--- src/rtl/dmem_arbiter.sv ---
// Round-robin arbiter sharing one single-port data memory between the CPU MEM
// stage and an external loader port; each access is a fixed-latency transaction.
module dmem_arbiter #(
   parameter int MEM_LAT = 1
) (
   input  logic       clk,
   input  logic       reset,
   input  logic       cpu_req,
   input  logic       cpu_we,
   input  logic [7:0] cpu_addr,
   input  logic [7:0] cpu_wdata,
   output logic [7:0] cpu_rdata,
   output logic       cpu_done,
   output logic       cpu_stall,
   input  logic       ext_req,
   input  logic       ext_we,
   input  logic [7:0] ext_addr,
   input  logic [7:0] ext_wdata,
   output logic [7:0] ext_rdata,
   output logic       ext_done,
   output logic       mem_en,
   output logic       mem_we,
   output logic [7:0] mem_addr,
   output logic [7:0] mem_wdata,
   input  logic [7:0] mem_rdata
);

   typedef enum logic [1:0] {S_IDLE, S_ISSUE, S_WAIT, S_DONE} state_t;
   typedef enum logic {PORT_CPU, PORT_EXT} port_t;

   state_t     state;
   port_t      owner;
   port_t      last_grant;
   logic [2:0] lat_cnt;
   logic       cur_we;

   logic       grant_valid;
   port_t      grant_port;
   logic       sel_we;
   logic [7:0] sel_addr;
   logic [7:0] sel_wdata;

   assign cpu_stall = cpu_req & ~cpu_done;

   // In DONE only the non-owner may be granted, which gives alternating ports
   // a path straight back to ISSUE.
   always_comb begin
      // NOTE: every output of this block gets a default first, so no path
      // leaves a signal unassigned and no latch is inferred.
      grant_valid = 1'b0;
      grant_port  = PORT_CPU;
      case (state)
         S_IDLE: begin
            if (cpu_req && (!ext_req || last_grant == PORT_EXT)) begin
               grant_valid = 1'b1;
               grant_port  = PORT_CPU;
            end else if (ext_req) begin
               grant_valid = 1'b1;
               grant_port  = PORT_EXT;
            end
         end
         S_DONE: begin
            if (owner == PORT_CPU && ext_req) begin
               grant_valid = 1'b1;
               grant_port  = PORT_EXT;
            end else if (owner == PORT_EXT && cpu_req) begin
               grant_valid = 1'b1;
               grant_port  = PORT_CPU;
            end
         end
         default: ;
      endcase
   end

   assign sel_we    = (grant_port == PORT_CPU) ? cpu_we    : ext_we;
   assign sel_addr  = (grant_port == PORT_CPU) ? cpu_addr  : ext_addr;
   assign sel_wdata = (grant_port == PORT_CPU) ? cpu_wdata : ext_wdata;

   always_ff @(posedge clk or negedge reset) begin
      if (!reset) begin
         state      <= S_IDLE;
         owner      <= PORT_CPU;
         last_grant <= PORT_EXT;
         lat_cnt    <= 3'd0;
         cur_we     <= 1'b0;
         mem_en     <= 1'b0;
         mem_we     <= 1'b0;
         mem_addr   <= 8'h00;
         mem_wdata  <= 8'h00;
         cpu_rdata  <= 8'h00;
         ext_rdata  <= 8'h00;
         cpu_done   <= 1'b0;
         ext_done   <= 1'b0;
      end else begin
         // NOTE: non-blocking assignments throughout, so every register sees
         // the pre-edge values and block ordering cannot change behaviour.
         mem_en   <= 1'b0;
         mem_we   <= 1'b0;
         cpu_done <= 1'b0;
         ext_done <= 1'b0;
         case (state)
            S_ISSUE: begin
               lat_cnt <= 3'(MEM_LAT);
               state   <= S_WAIT;
            end
            S_WAIT: begin
               lat_cnt <= lat_cnt - 3'd1;
               if (lat_cnt == 3'd1) begin
                  state <= S_DONE;
                  if (owner == PORT_CPU) begin
                     cpu_done <= 1'b1;
                     if (!cur_we) cpu_rdata <= mem_rdata;
                  end else begin
                     ext_done <= 1'b1;
                     if (!cur_we) ext_rdata <= mem_rdata;
                  end
               end
            end
            default: begin
               // IDLE and DONE both grant from the arbitration result.
               if (grant_valid) begin
                  state      <= S_ISSUE;
                  owner      <= grant_port;
                  last_grant <= grant_port;
                  cur_we     <= sel_we;
                  mem_en     <= 1'b1;
                  mem_we     <= sel_we;
                  mem_addr   <= sel_addr;
                  mem_wdata  <= sel_wdata;
               end else begin
                  state <= S_IDLE;
               end
            end
         endcase
      end
   end

endmodule
--- config.mk ---
export PLATFORM = sky130hd
export DESIGN_NAME = dmem_arbiter
export DESIGN_NICKNAME = d
export VERILOG_FILES = /design/src/rtl/dmem_arbiter.sv
export SDC_FILE = /design/constraint.sdc
export NUM_CORES = 1
export LEC_CHECK = 0
export BUFFER_PORTS_ARGS = -buffer_cell sky130_fd_sc_hd__buf_4
export CORE_ASPECT_RATIO = 2
export CORE_UTILIZATION = 43
export DETAILED_ROUTE_END_ITERATION = 10
export HOLD_SLACK_MARGIN = 0.03
export PLACE_DENSITY = 0.76
export SLEW_MARGIN = 20
export SYNTH_ARGS = -nofsm -noshare
export SYNTH_HDL_FRONTEND = slang
export SYNTH_SLANG_ARGS = --single-unit
--- constraint.sdc ---
create_clock -name clk -period 1.5 [get_ports clk]
set_input_delay 0.3 -clock clk [delete_from_list [all_inputs] [get_ports clk]]
set_output_delay 0.3 -clock clk [all_outputs]
set_load 0.03 [all_outputs]
# Word level (Yosys, flattened, before mapping)
# Index checks and enable logic that the tools add are counted.
# W data, S select, Z words.
dict set report op_classes {
  addsub 1
  shifts 0
  bitwise_logic 5
  n_lt_le_gt_ge 0
  n_div 0
  eq_ne 5
  n_mul 0
  mux 25
  reduce_logical 11
}
# operator count
set ops {}
lappend ops {{$mux W1} 18}
lappend ops {{$mux W8} 2}
lappend ops {{$reduce_and A4 Y1} 2}
lappend ops {{$pmux W3 S2} 1}
lappend ops {{$eq A2 B2 Y1 const B} 2}
lappend ops {{$not A1 Y1} 4}
lappend ops {{$pmux W1 S2} 2}
lappend ops {{$pmux W2 S2} 1}
lappend ops {{$eq A3 B1 Y1 const B} 1}
lappend ops {{$logic_and A1 B1 Y1} 3}
lappend ops {{$sub A3 B1 Y3 const B} 1}
lappend ops {{$eq A2 B1 Y1 const B} 1}
lappend ops {{$logic_not A2 Y1} 1}
lappend ops {{$mux W2} 1}
lappend ops {{$ne A2 B2 Y1 const B} 1}
lappend ops {{$reduce_and A2 Y1} 1}
lappend ops {{$reduce_bool A2 Y1} 1}
lappend ops {{$reduce_or A2 Y1} 1}
lappend ops {{$and A1 B1 Y1} 1}
lappend ops {{$logic_not A1 Y1} 1}
lappend ops {{$logic_or A1 B1 Y1} 1}
dict set report totals {
  ramBits 0
  mem_count 0
  latchBits 0
  inputBits 46
  ff_bits 44
  rom_bits 0
  word_cells 60
  output_inout_bits 37
}

# Logic depth before layout (Yosys ltp)
# Gate-level depths: netlist (run 1).
dict set report depth {
  ltp_word 8
  ltp_mapped 7
  ltp_nobuf 6
}

# Least setup slack after synthesis (run 1)
# OpenSTA, ideal clock, no wires.
dict set report synth_path {
  kind {register to register}
  from {register state[0]}
  to {register ext_rdata[0]}
  path_stages_with_launch 6
  t_arrival_ns 1.466
  n_path_buf 0
  required_ns 1.375
  setup_time_ns 0.125
  path_slack_ns -0.091
  period_less_slack_ns 1.591
  path_cell_list {dfrtp_1 inv_1 ha_1 nand3_2 nor3_4 mux2_2}
}
dict set report synth_via {
  elab_chain_len 2
}
# element line_no
set synth_lines {}
lappend synth_lines {{from (decl)} 31} ;# state_t state;
lappend synth_lines {{from (signal assigned)} 81} ;# state <= S_IDLE;
lappend synth_lines {{from (signal assigned)} 104} ;# state <= S_WAIT;
lappend synth_lines {{from (signal assigned)} 109} ;# state <= S_DONE;
lappend synth_lines {{$eq A2 B2 Y1} 101} ;# case (state)
lappend synth_lines {{$reduce_and A4 Y1 (no source line)} -}
lappend synth_lines {{to (signal assigned)} 115} ;# if (!cur_we) ext_rdata <= mem_rdata;
lappend synth_lines {{to (decl)} 19} ;# output logic [7:0] ext_rdata,
# Every way passes these cells.
# A chain may end at the register's enable or synchronous reset.

# Worst setup path in the final report (run 1)
dict set report layout_path {
  from {register state[0]}
  to {register mem_wdata[7]}
}
dict set report layout_via {
  elab_chain_len 4
  elab_cells_between_ends 10
  cone_classes {eq/ne: 3; mux: 3; bitwise: 1; reduce/logical: 3}
}
# element line_no
set layout_lines {}
lappend layout_lines {{$eq A2 B2 Y1 / $eq A2 B1 Y1 (equally long branches)} 101}
lappend layout_lines {{$reduce_or A2 Y1 (no source line)} -}
lappend layout_lines {{$not A1 Y1 (no source line)} -}
lappend layout_lines {{$reduce_and A2 Y1 (no source line)} -}
lappend layout_lines {{to (signal assigned)} 129} ;# mem_wdata <= sel_wdata;
lappend layout_lines {{to (decl)} 24} ;# output logic [7:0] mem_wdata,
# Several ways; a longest one is shown, not always the timed one.

==> metrics.md, run 1 <==
| Metric | Value |
|---|---|
| LEAKAGE | `1.56 nW` |
| Remaining antenna violation count | `0` |
| Kind of critical path | `reg -> reg` |
| Final Hold Viols | `0` |
| Detailed Route WL | `4.80 mm` |
| Placed insts | `305` |
| Clk_lat worst skew | `0.29 ns` |
| Worst-margin pin slew | `0.536 ns` |
| Path type of the worst min-delay path | `in -> reg` |
| NumNets Final | `313` |
| Critical path cell sequence | `inv_2 > ha_4 > a21o_2 > nand2_2 > a21oi_4 > clkbuf_16 > mux2i_1` |
| Syn Inst Count | `159` |
| Clock slew at reported path FFs | `0.08 ns` |
| WP data arrival | `1.85 ns` |
| Synth cell types | `26` |
| R2r worst-path depth | `7` |
| FF-to-FF End | `mem_wdata[7]$_DFFE_PN0P_` |
| Drc violations | `0` |
| Slowest stage delay, CP | `0.41 ns` |
| Startpoint types | `flip-flop` |
| Fillers | `331` |
| Most frequent cells in the layout | `buf_4, dfrtp_1, inv_1, mux2i_1, mux2_4` |
| H-tree depth | `2` |
| Initial Util | `0.456` |
| Post-synth EDFFs | `0` |
| Area contributors post-synth | `dfrtp_1, mux2_2, mux2i_1` |
| Final Worst Setup Slack | `-0.125 ns` |
| Tot Pwr | `7.77 mW` |
| Worst Hold Path EP | `ext_rdata[1]$_DFFE_PN0P_` |
| Async set or reset register ratio after synthesis | `1.00` |
| Min cycle time layout | `1.63 ns` |
| Clock tree buffer depth | `2` |
| Clk sinks | `44` |
| Core area | `4420 um^2` |
| Chip Width | `50.4 um` |
| Rows | `34` |
| Vias in the first global route | `1609` |
| CP Capture Type | `flip-flop` |
| Syn avg cell area | `12.7 um^2` |
| Maximum clock frequency | `615 MHz` |
| Initial antenna violation count | `0` |
| Most common cell after layout, fill and taps aside | `buf_4` |
| Total congestion overflow | `0` |
| Seq cells post-synth | `44` |
| IO Pins | `83` |
| Gp weighted congestion | `0.850` |
| Final HPWL DP | `3.46 mm` |
| Synth Net Count | `210` |
| Antenna Cells | `0` |
| Layout cells sized above 1 | `0.559` |
| Pwr per Cell Area | `2480 nW/um^2` |
| Synth Warn # | `0` |
| Rel. slew slack | `0.643` |
| Area fraction of the dominant cell type after synthesis | `0.533` |
| Worst path bufs/invs | `2` |
| Failing checks | `setup timing` |
| Vias | `1605` |
| Worst clock skew | `0.00869 ns` |
| Peak supply drop | `1.52 mV` |
| DIE HEIGHT | `98.9 um` |
| CTS Buf Count | `5` |
| DRT Pass-1 Iters | `4` |
| Largest area contributor in the netlist | `dfrtp_1` |
| # port buffers | `82` |
| Drt wl/cell | `15.1 um` |
| Synthesized area | `2020 um^2` |
| Final Util | `0.709` |
| First-pass GRT wire length | `7.14 mm` |
| Critical path fanouts, max | `8` |
| Synth Flop Type | `dfrtp_1` |
| Max-cap violations | `0` |
| Area Growth Syn to Fin | `55.5%` |
| RSZ-0062 raised after global routing | `yes` |
| CTS tree | `yes` |
| HP Start | `mem_rdata[1]` |
| Pins Over Slew Limit | `0` |
| Iter 0 DRT Violations | `6` |
| Clock Root Buffer | `clkbuf_8` |
| Reg2reg setup slack | `-0.13 ns` |
| CP required | `1.72 ns` |
| Fin cells | `317` |
| Family with the most delay on the worst path | `flip-flops` |
| Status | `finished with violations` |
| Endpoints failing setup | `37` |
| Sequential area share after synthesis | `0.547` |
| Hold Path Depth | `2` |
| RR Startpoint | `state[0]$_DFFE_PN0P_` |
| All-Layer GR Usage | `0.190` |
| Worst path slowest cell | `dfrtp_1` |
| Final cycle utilization of the critical path | `1.08` |
| Die ar. | `4990 um^2` |
| Largest net degree at the start of global routing | `45` |
| Vias/cell | `5.06` |
[metrics by stage]
stage	TNS (ns)	instance area, um^2	hold WS (ns)	worst slack (ns)
2_1_floorplan	-0.701	2050	0.00441	-0.0513
3_3_place_gp	-0.540	2840	0.325	-0.0783
3_5_place_dp	-1.62	2840	0.324	-0.102
4_1_cts	-1.36	3000	0.243	-0.0710
5_1_grt	-5.46	3140	0.245	-0.199
6_report	-2.68	3140	0.252	-0.125
[final cells by class]
class                           instances  area [um^2]  share of cell area
Sequential cell                        44         1100               0.352
Multi-Input combinational cell         85          917               0.292
Timing Repair Buffer                  101          862               0.275
Inverter                               25         93.8              0.0299
Clock buffer                            6         82.6              0.0263
Tap cell                               54         67.6              0.0215
Clock inverter                          2         10.0             0.00319
[state kept, by name, indices dropped and copies added, names as in the netlist, 2 cells and up]
register,count
cpu_rdata,8
ext_rdata,8
lat_cnt,3
mem_addr,8
mem_wdata,8
state,2
[layer usage]
layer / vias to the layer above / track usage / part of all wire
li1: 751 / - / -
met1: 769 / 0.197 / 0.35
met2: 78 / 0.367 / 0.59
met3: 7 / 0.0401 / 0.052
met4: 0 / 0.0513 / 0.015
met5: - / 0 / 0
[power breakdown]
group          switching, mW  internal, mW
registers              0.388          1.79
logic                   2.48          2.36
clock network          0.379         0.367
total                   3.25          4.52
[timing repair]
action / in CTS / in global routing
endpoints found under the hold margin: 43 / 0
hold buffers: 1 / 0
pin swaps: 1 / 1
resized for setup: 13 / 14
setup buffers: 0 / 1
endpoints found under the setup margin: 35 / 38
cloned: 0 / 2
[synthesized netlist by cell type, types with 2 or more instances]
master,instances
buf_6,4
mux2_2,17
nor2_1,2
dfrtp_1,43
nor3_4,2
o21ai_0,2
inv_1,25
mux2i_1,19
ha_1,5
nand2_1,5
o22ai_1,19
nor2b_1,2
[how the worst max path moves through the flow]
stage	startpoint	depth (start not counted)	slack [ns]	endpoint
6_report	state[0]$_DFFE_PN0P_	7	-0.13	mem_wdata[7]$_DFFE_PN0P_
3_5_place_dp	state[0]$_DFFE_PN0P_	7	-0.10	mem_wdata[2]$_DFFE_PN0P_
5_1_grt	state[0]$_DFFE_PN0P_	7	-0.20	mem_wdata[7]$_DFFE_PN0P_
2_1_floorplan	state[0]$_DFFE_PN0P_	5	-0.05	ext_rdata[0]$_DFFE_PN0P_
4_1_cts	state[0]$_DFFE_PN0P_	6	-0.07	cpu_rdata[7]$_DFFE_PN0P_
3_3_place_gp	state[0]$_DFFE_PN0P_	7	-0.08	mem_wdata[2]$_DFFE_PN0P_
[cell families (layout without fill, tap and decap cells)]
kind of cell / count (synthesis) / in the layout / synth area share
compound gates: 29 / 29 / 0.111
fa+ha+maj: 5 / 5 / 0.0310
buf+inv: 30 / 134 / 0.0707
flops: 44 / 44 / 0.547
mux: 36 / 36 / 0.189
simple gates: 15 / 15 / 0.0515
(Power assumes the default switching activity.)
==> run 2, diff against run 1 <==
- BUFFER_PORTS_ARGS: -buffer_cell sky130_fd_sc_hd__buf_4 -> not set
- CORE_UTILIZATION: 43 -> 45
- DONT_BUFFER_PORTS: not set -> 1
- PLACE_DENSITY: 0.76 -> not set
==> metrics.md, run 2 (synthesized netlist as in run 1, its figures left out) <==
| Metric | Value |
|---|---|
| Status | `finished with violations (unchanged)` |
| Failing checks | `setup timing (unchanged)` |
| Fin cells | `242 (was 317)` |
| RR Startpoint | `state[1]$_DFFE_PN0P_ (was state[0]$_DFFE_PN0P_)` |
| Worst path slowest cell | `dfrtp_1 (unchanged)` |
| Critical path cell sequence | `ha_2 > nor2b_4 > o21ai_4 > a21oi_4 > bufbuf_16 > mux2i_1 (was inv_2 > ha_4 > a21o_2 > nand2_2 > a21oi_4 > clkbuf_16 > mux2i_1)` |
| NumNets Final | `238 (was 313)` |
| Critical path fanouts, max | `9 (was 8)` |
| WL met1 | `1.50 mm (was 1.67 mm)` |
| Met3 routed WL | `275 um (was 252 um)` |
| Clock slew at reported path FFs | `0.08 ns (about the same)` |
| Largest net degree at the start of global routing | `45 (unchanged)` |
| Chip Width | `49.3 um (was 50.4 um)` |
| Kind of critical path | `reg -> reg (unchanged)` |
| Remaining antenna violation count | `0 (unchanged)` |
| Clock tree buffer depth | `2 (unchanged)` |
| All-Layer GR Usage | `0.189 (was 0.190)` |
| Most common cell after layout, fill and taps aside | `dfrtp_1 (was buf_4)` |
| Most frequent cells in the layout | `dfrtp_1, inv_1, mux2i_1 (was buf_4, dfrtp_1, inv_1, mux2i_1, mux2_4)` |
| Die ar. | `4770 um^2 (was 4990 um^2)` |
| Final cycle utilization of the critical path | `1.05 (was 1.08)` |
| Worst clock skew | `0.00988 ns (was 0.00869 ns)` |
| LEAKAGE | `1.19 nW (was 1.56 nW)` |
| Clk sinks | `44 (unchanged)` |
| Peak supply drop | `1.52 mV (about the same)` |
| Vias/cell | `5.26 (was 5.06)` |
| WP data arrival | `1.79 ns (was 1.85 ns)` |
| DRT Pass-1 Iters | `4 (unchanged)` |
| Total congestion overflow | `0 (unchanged)` |
| Drt wl/cell | `17.4 um (was 15.1 um)` |
| Min cycle time layout | `1.57 ns (was 1.63 ns)` |
| Iter 0 DRT Violations | `21 (was 6)` |
| H-tree depth | `2 (unchanged)` |
| Final Worst Setup Slack | `-0.0718 ns (was -0.125 ns)` |
| Max-cap violations | `0 (unchanged)` |
| CP Capture Type | `flip-flop (unchanged)` |
| Vias | `1273 (was 1605)` |
| Tot Pwr | `7.09 mW (was 7.77 mW)` |
| DIE HEIGHT | `96.7 um (was 98.9 um)` |
| Slowest stage delay, CP | `0.39 ns (was 0.41 ns)` |
| Sw power | `3.08 mW (was 3.25 mW)` |
| Highest routed layer | `met4 (unchanged)` |
| Register share of total power | `0.449 (was 0.280)` |
| Final HPWL DP | `2.81 mm (was 3.46 mm)` |
| RSZ-0062 raised after global routing | `yes (unchanged)` |
| Vias in the first global route | `1434 (was 1609)` |
| First-pass GRT wire length | `6.87 mm (was 7.14 mm)` |
| Antenna Cells | `0 (unchanged)` |
| IO Pins | `83 (unchanged)` |
| Startpoint types | `flip-flop (unchanged)` |
| R2r worst-path depth | `6 (was 7)` |
| Gp weighted congestion | `0.792 (was 0.850)` |
| Clock Root Buffer | `clkbuf_8 (unchanged)` |
| Drc violations | `0 (unchanged)` |
| Met2 wire length | `2.38 mm (was 2.81 mm)` |
| Final Hold Viols | `0 (unchanged)` |
| Internal Power | `4.01 mW (was 4.52 mW)` |
| Initial antenna violation count | `0 (unchanged)` |
| CTS tree | `yes (unchanged)` |
| Detailed Route WL | `4.20 mm (was 4.80 mm)` |
| Hold Path Depth | `1 (was 2)` |
| Core area | `4340 um^2 (was 4420 um^2)` |
| Endpoints failing setup | `24 (was 37)` |
| Rows | `34 (unchanged)` |
| Rel. slew slack | `0.780 (was 0.643)` |
| # port buffers | `0 (was 82)` |
| Reg2reg setup slack | `-0.07 ns (was -0.13 ns)` |
| Pwr per Cell Area | `2710 nW/um^2 (was 2480 nW/um^2)` |
| Placed insts | `224 (was 305)` |
| HP Start | `mem_rdata[6] (was mem_rdata[1])` |
| Initial Util | `0.465 (was 0.456)` |
| Layout cells sized above 1 | `0.383 (was 0.559)` |
| Post-Route Setup TNS | `-1.08 ns (was -2.68 ns)` |
| FF-to-FF End | `mem_addr[5]$_DFFE_PN0P_ (was mem_wdata[7]$_DFFE_PN0P_)` |
| Sw frac | `0.434 (was 0.418)` |
| Pins Over Slew Limit | `0 (unchanged)` |
| CTS Buf Count | `5 (unchanged)` |
| Maximum clock frequency | `636 MHz (was 615 MHz)` |
| Path type of the worst min-delay path | `in -> reg (unchanged)` |
| CP required | `1.72 ns (about the same)` |
| Worst Hold Path EP | `ext_rdata[6]$_DFFE_PN0P_ (was ext_rdata[1]$_DFFE_PN0P_)` |
| Clock network power share | `0.107 (was 0.096)` |
| Gate power share | `0.444 (was 0.624)` |
| Worst-margin pin slew | `0.331 ns (was 0.536 ns)` |
| Area Growth Syn to Fin | `29.5% (was 55.5%)` |
| Clk_lat worst skew | `0.29 ns (about the same)` |
## run 2: cell count changes in the layout (fill, tap and decap cells not counted), moves of 2 or more
cell / before / now
buf_16: 0 / 2
buf_4: 92 / 16
clkbuf_16: 2 / 0
clkinv_2: 2 / 0
## run 2: worst max-delay path by stage
| stage | startpoint | endpoint | slack [ns] |
|---|---|---|---|
| global placement | state[1]$_DFFE_PN0P_ | mem_wdata[2]$_DFFE_PN0P_ | -0.07 |
| global route | state[0]$_DFFE_PN0P_ | mem_wdata[2]$_DFFE_PN0P_ | -0.20 |
| finish | state[1]$_DFFE_PN0P_ | mem_addr[5]$_DFFE_PN0P_ | -0.07 |
| floorplan | state[0]$_DFFE_PN0P_ | ext_rdata[0]$_DFFE_PN0P_ | -0.05 |
| CTS | state[1]$_DFFE_PN0P_ | mem_addr[5]$_DFFE_PN0P_ | -0.08 |
| detailed placement | state[1]$_DFFE_PN0P_ | mem_addr[0]$_DFFE_PN0P_ | -0.18 |
## run 2: area by class of cell
cell class | instances | area (um^2)
fillers | 354 | 1730
flip-flops and latches | 44 | 1100
repair buffers | 26 | 329
well taps | 54 | 67.6
inverters | 25 | 93.8
clock inverters | 1 | 7.51
clock buffers | 7 | 86.3
multi-input cells | 85 | 925
## run 2: per-layer routing
| metal | track usage | up-vias |
|---|---|---|
| met5 | 0 | - |
| met4 | 0.0633 | 0 |
| met3 | 0.0409 | 4 |
| met2 | 0.352 | 68 |
| met1 | 0.200 | 603 |
| li1 | - | 598 |
## run 2: through the flow
step                      setup slack (ns)  cell area (um^2)   util  hold slack [ns]
after floorplan                    -0.0513              2050      -          0.00441
after global placement             -0.0726              2230  0.515          0.00564
after detailed placement            -0.184              2230  0.515          0.00521
after CTS                          -0.0842              2600  0.599            0.147
after global routing                -0.197              2610  0.602            0.143
final                              -0.0718              2610  0.602            0.156
## run 2: what timing repair did
| item | in CTS | in global routing |
|---|---|---|
| hold endpoints to repair | 44 | 0 |
| cloned | 2 | 0 |
| pin swaps | 7 | 0 |
| buffers inserted | 5 | 1 |
| gates resized for setup | 29 | 1 |
| setup endpoints to repair | 39 | 37 |
| hold buffers | 2 | 0 |
## run 2: worst max-delay path, delay by kind of cell (launching register included)
family                     cells  cell delay, ns
DFF                            1            0.39
buffers and inverters          1            0.30
AOI/OAI and AO/OA              2            0.23
adders and majority gates      1            0.20
and+or+nand+nor                1            0.20
muxes                          1            0.18
## run 2: power by group through the flow
stage                     Combinational, mW  Clock [mW]  Sequential, mW
final                                  3.15       0.758            3.18
after global routing                   3.39       0.811            3.26
after CTS                              3.15       0.779            3.19
after detailed placement               2.40           0            3.19
after global placement                 2.26           0            3.18
after floorplan                        1.80           0            3.08
==> run 3, diff against run 2 <==
- MAX_ROUTING_LAYER: not set -> met4
==> metrics.md, run 3 (synthesized netlist as in run 1, its figures left out) <==
| Metric | Value |
|---|---|
| Clk sinks | `44 (unchanged)` |
| Final Hold Viols | `0 (unchanged)` |
| Drt wl/cell | `17.4 um (about the same)` |
| Path type of the worst min-delay path | `in -> reg (unchanged)` |
| CP Capture Type | `flip-flop (unchanged)` |
| Gate power share | `0.444 (about the same)` |
| Total congestion overflow | `0 (unchanged)` |
| Initial Util | `0.465 (unchanged)` |
| LEAKAGE | `1.19 nW (unchanged)` |
| Endpoints failing setup | `32 (was 24)` |
| Largest net degree at the start of global routing | `45 (unchanged)` |
| H-tree depth | `2 (unchanged)` |
| Final cycle utilization of the critical path | `1.05 (about the same)` |
| Internal Power | `4.01 mW (about the same)` |
| Area Growth Syn to Fin | `29.5% (unchanged)` |
| RSZ-0062 raised after global routing | `yes (unchanged)` |
| Placed insts | `224 (unchanged)` |
| Max-cap violations | `0 (unchanged)` |
| First-pass GRT wire length | `6.87 mm (unchanged)` |
| Clock slew at reported path FFs | `0.08 ns (about the same)` |
| Iter 0 DRT Violations | `13 (was 21)` |
| Vias/cell | `5.28 (was 5.26)` |
| Register share of total power | `0.449 (about the same)` |
| CTS tree | `yes (unchanged)` |
| IO Pins | `83 (unchanged)` |
| Remaining antenna violation count | `0 (unchanged)` |
| Pins Over Slew Limit | `0 (unchanged)` |
| NumNets Final | `238 (unchanged)` |
| Gp weighted congestion | `0.803 (was 0.792)` |
| Min cycle time layout | `1.58 ns (was 1.57 ns)` |
| Antenna Cells | `0 (unchanged)` |
| Die ar. | `4770 um^2 (unchanged)` |
| Drc violations | `0 (unchanged)` |
| Clk_lat worst skew | `0.29 ns (about the same)` |
| Final Util | `0.602 (unchanged)` |
| Vias in the first global route | `1434 (unchanged)` |
| Pwr per Cell Area | `2720 nW/um^2 (was 2710 nW/um^2)` |
| Maximum clock frequency | `634 MHz (was 636 MHz)` |
| Sw frac | `0.435 (was 0.434)` |
| Fin cells | `242 (unchanged)` |
| Chip Width | `49.3 um (unchanged)` |
| # port buffers | `0 (unchanged)` |
| Peak supply drop | `1.52 mV (about the same)` |
| All-Layer GR Usage | `0.194 (was 0.189)` |
| Initial antenna violation count | `0 (unchanged)` |
| Startpoint types | `flip-flop (unchanged)` |
| Failing checks | `setup timing (unchanged)` |
| Rows | `34 (unchanged)` |
| Vias | `1277 (was 1273)` |
| CTS Buf Count | `5 (unchanged)` |
| CP required | `1.72 ns (about the same)` |
| Rel. slew slack | `0.780 (about the same)` |
| Post-place setup slack | `-0.184 ns (unchanged)` |
| Clock network power share | `0.107 (about the same)` |
| Kind of critical path | `reg -> reg (unchanged)` |
| Clock Root Buffer | `clkbuf_8 (unchanged)` |
| Status | `finished with violations (unchanged)` |
| Critical path fanouts, max | `9 (unchanged)` |
| DRT Pass-1 Iters | `4 (unchanged)` |
| Layout cells sized above 1 | `0.383 (unchanged)` |
| Core area | `4340 um^2 (unchanged)` |
| Sw power | `3.08 mW (about the same)` |
| Detailed Route WL | `4.21 mm (was 4.20 mm)` |
| Worst-margin pin slew | `0.330 ns (was 0.331 ns)` |
| Worst clock skew | `0.00885 ns (was 0.00988 ns)` |
| Final HPWL DP | `2.81 mm (unchanged)` |
| DIE HEIGHT | `96.7 um (unchanged)` |
| Most frequent cells in the layout | `dfrtp_1, inv_1, mux2i_1 (unchanged)` |
| Final Worst Setup Slack | `-0.0774 ns (was -0.0718 ns)` |
| Clock tree buffer depth | `2 (unchanged)` |
| WP data arrival | `1.80 ns (was 1.79 ns)` |
| Most common cell after layout, fill and taps aside | `dfrtp_1 (unchanged)` |
-- run 3: cell counts in the layout (fill, tap and decap cells not counted) --
Identical to the previous run, type by type.
-- run 3: final timing paths --
kind | start | endpoint | slack [ns] | depth (start not counted)
setup / recovery | state[0]$_DFFE_PN0P_ | mem_addr[5]$_DFFE_PN0P_ | -0.08 | 6
hold / removal | mem_rdata[6] | ext_rdata[6]$_DFFE_PN0P_ | 0.16 | 1
setup reg to reg | state[0]$_DFFE_PN0P_ | mem_addr[5]$_DFFE_PN0P_ | -0.08 | 6
hold reg to reg | last_grant$_DFFE_PN1P_ | last_grant$_DFFE_PN1P_ | 0.54 | 2
max in group asynchronous | reset | last_grant$_DFFE_PN1P_ | 0.73 | 2
min in group asynchronous | reset | lat_cnt[1]$_DFFE_PN0P_ | 0.51 | 2
-- run 3: power by group through the flow --
stage               registers (mW)  logic [mW]  clock network (mW)
floorplan                     3.08        1.80                   0
global placement              3.18        2.26                   0
detailed placement            3.19        2.40                   0
CTS                           3.19        3.15               0.779
global route                  3.26        3.39               0.811
finish                        3.19        3.15               0.758
-- run 3: critical path: stages (launching register included) --
cell	delay, ns
dfrtp_1	0.40
ha_2	0.20
nor2b_4	0.20
o21ai_4	0.08
a21oi_4	0.15
bufbuf_16	0.30
mux2i_1	0.18
-- run 3: final cells by class --
type	count	area, um^2
multi-input cells	85	925
flip-flops and latches	44	1100
inverters	25	93.8
repair buffers	26	329
fillers	354	1730
clock buffers	7	86.3
well taps	54	67.6
clock inverters	1	7.51
-- run 3: timing repair --
action,CTS,global route
gates cloned,2,0
endpoints found under the hold margin,44,0
setup buffers,5,1
pin swaps,7,0
resized for setup,29,1
setup endpoints to repair,39,37
hold buffers,2,0
-- run 3: layer usage --
layer,global-route usage,up-vias,part of all wire
met5,-,-,0
met4,0.0633,0,0.011
met1,0.203,608,0.36
met2,0.353,66,0.57
li1,-,599,-
met3,0.0362,4,0.062
-- run 3: stage by stage --
step           setup TNS, ns  cell area [um^2]  total power, mW  hold WS (ns)
2_1_floorplan         -0.701              2050             4.88       0.00441
3_3_place_gp           -1.24              2230             5.43       0.00564
3_5_place_dp           -3.53              2230             5.59       0.00521
4_1_cts                -1.38              2600             7.11         0.147
5_1_grt                -4.45              2610             7.47         0.143
6_report               -1.31              2610             7.09         0.156
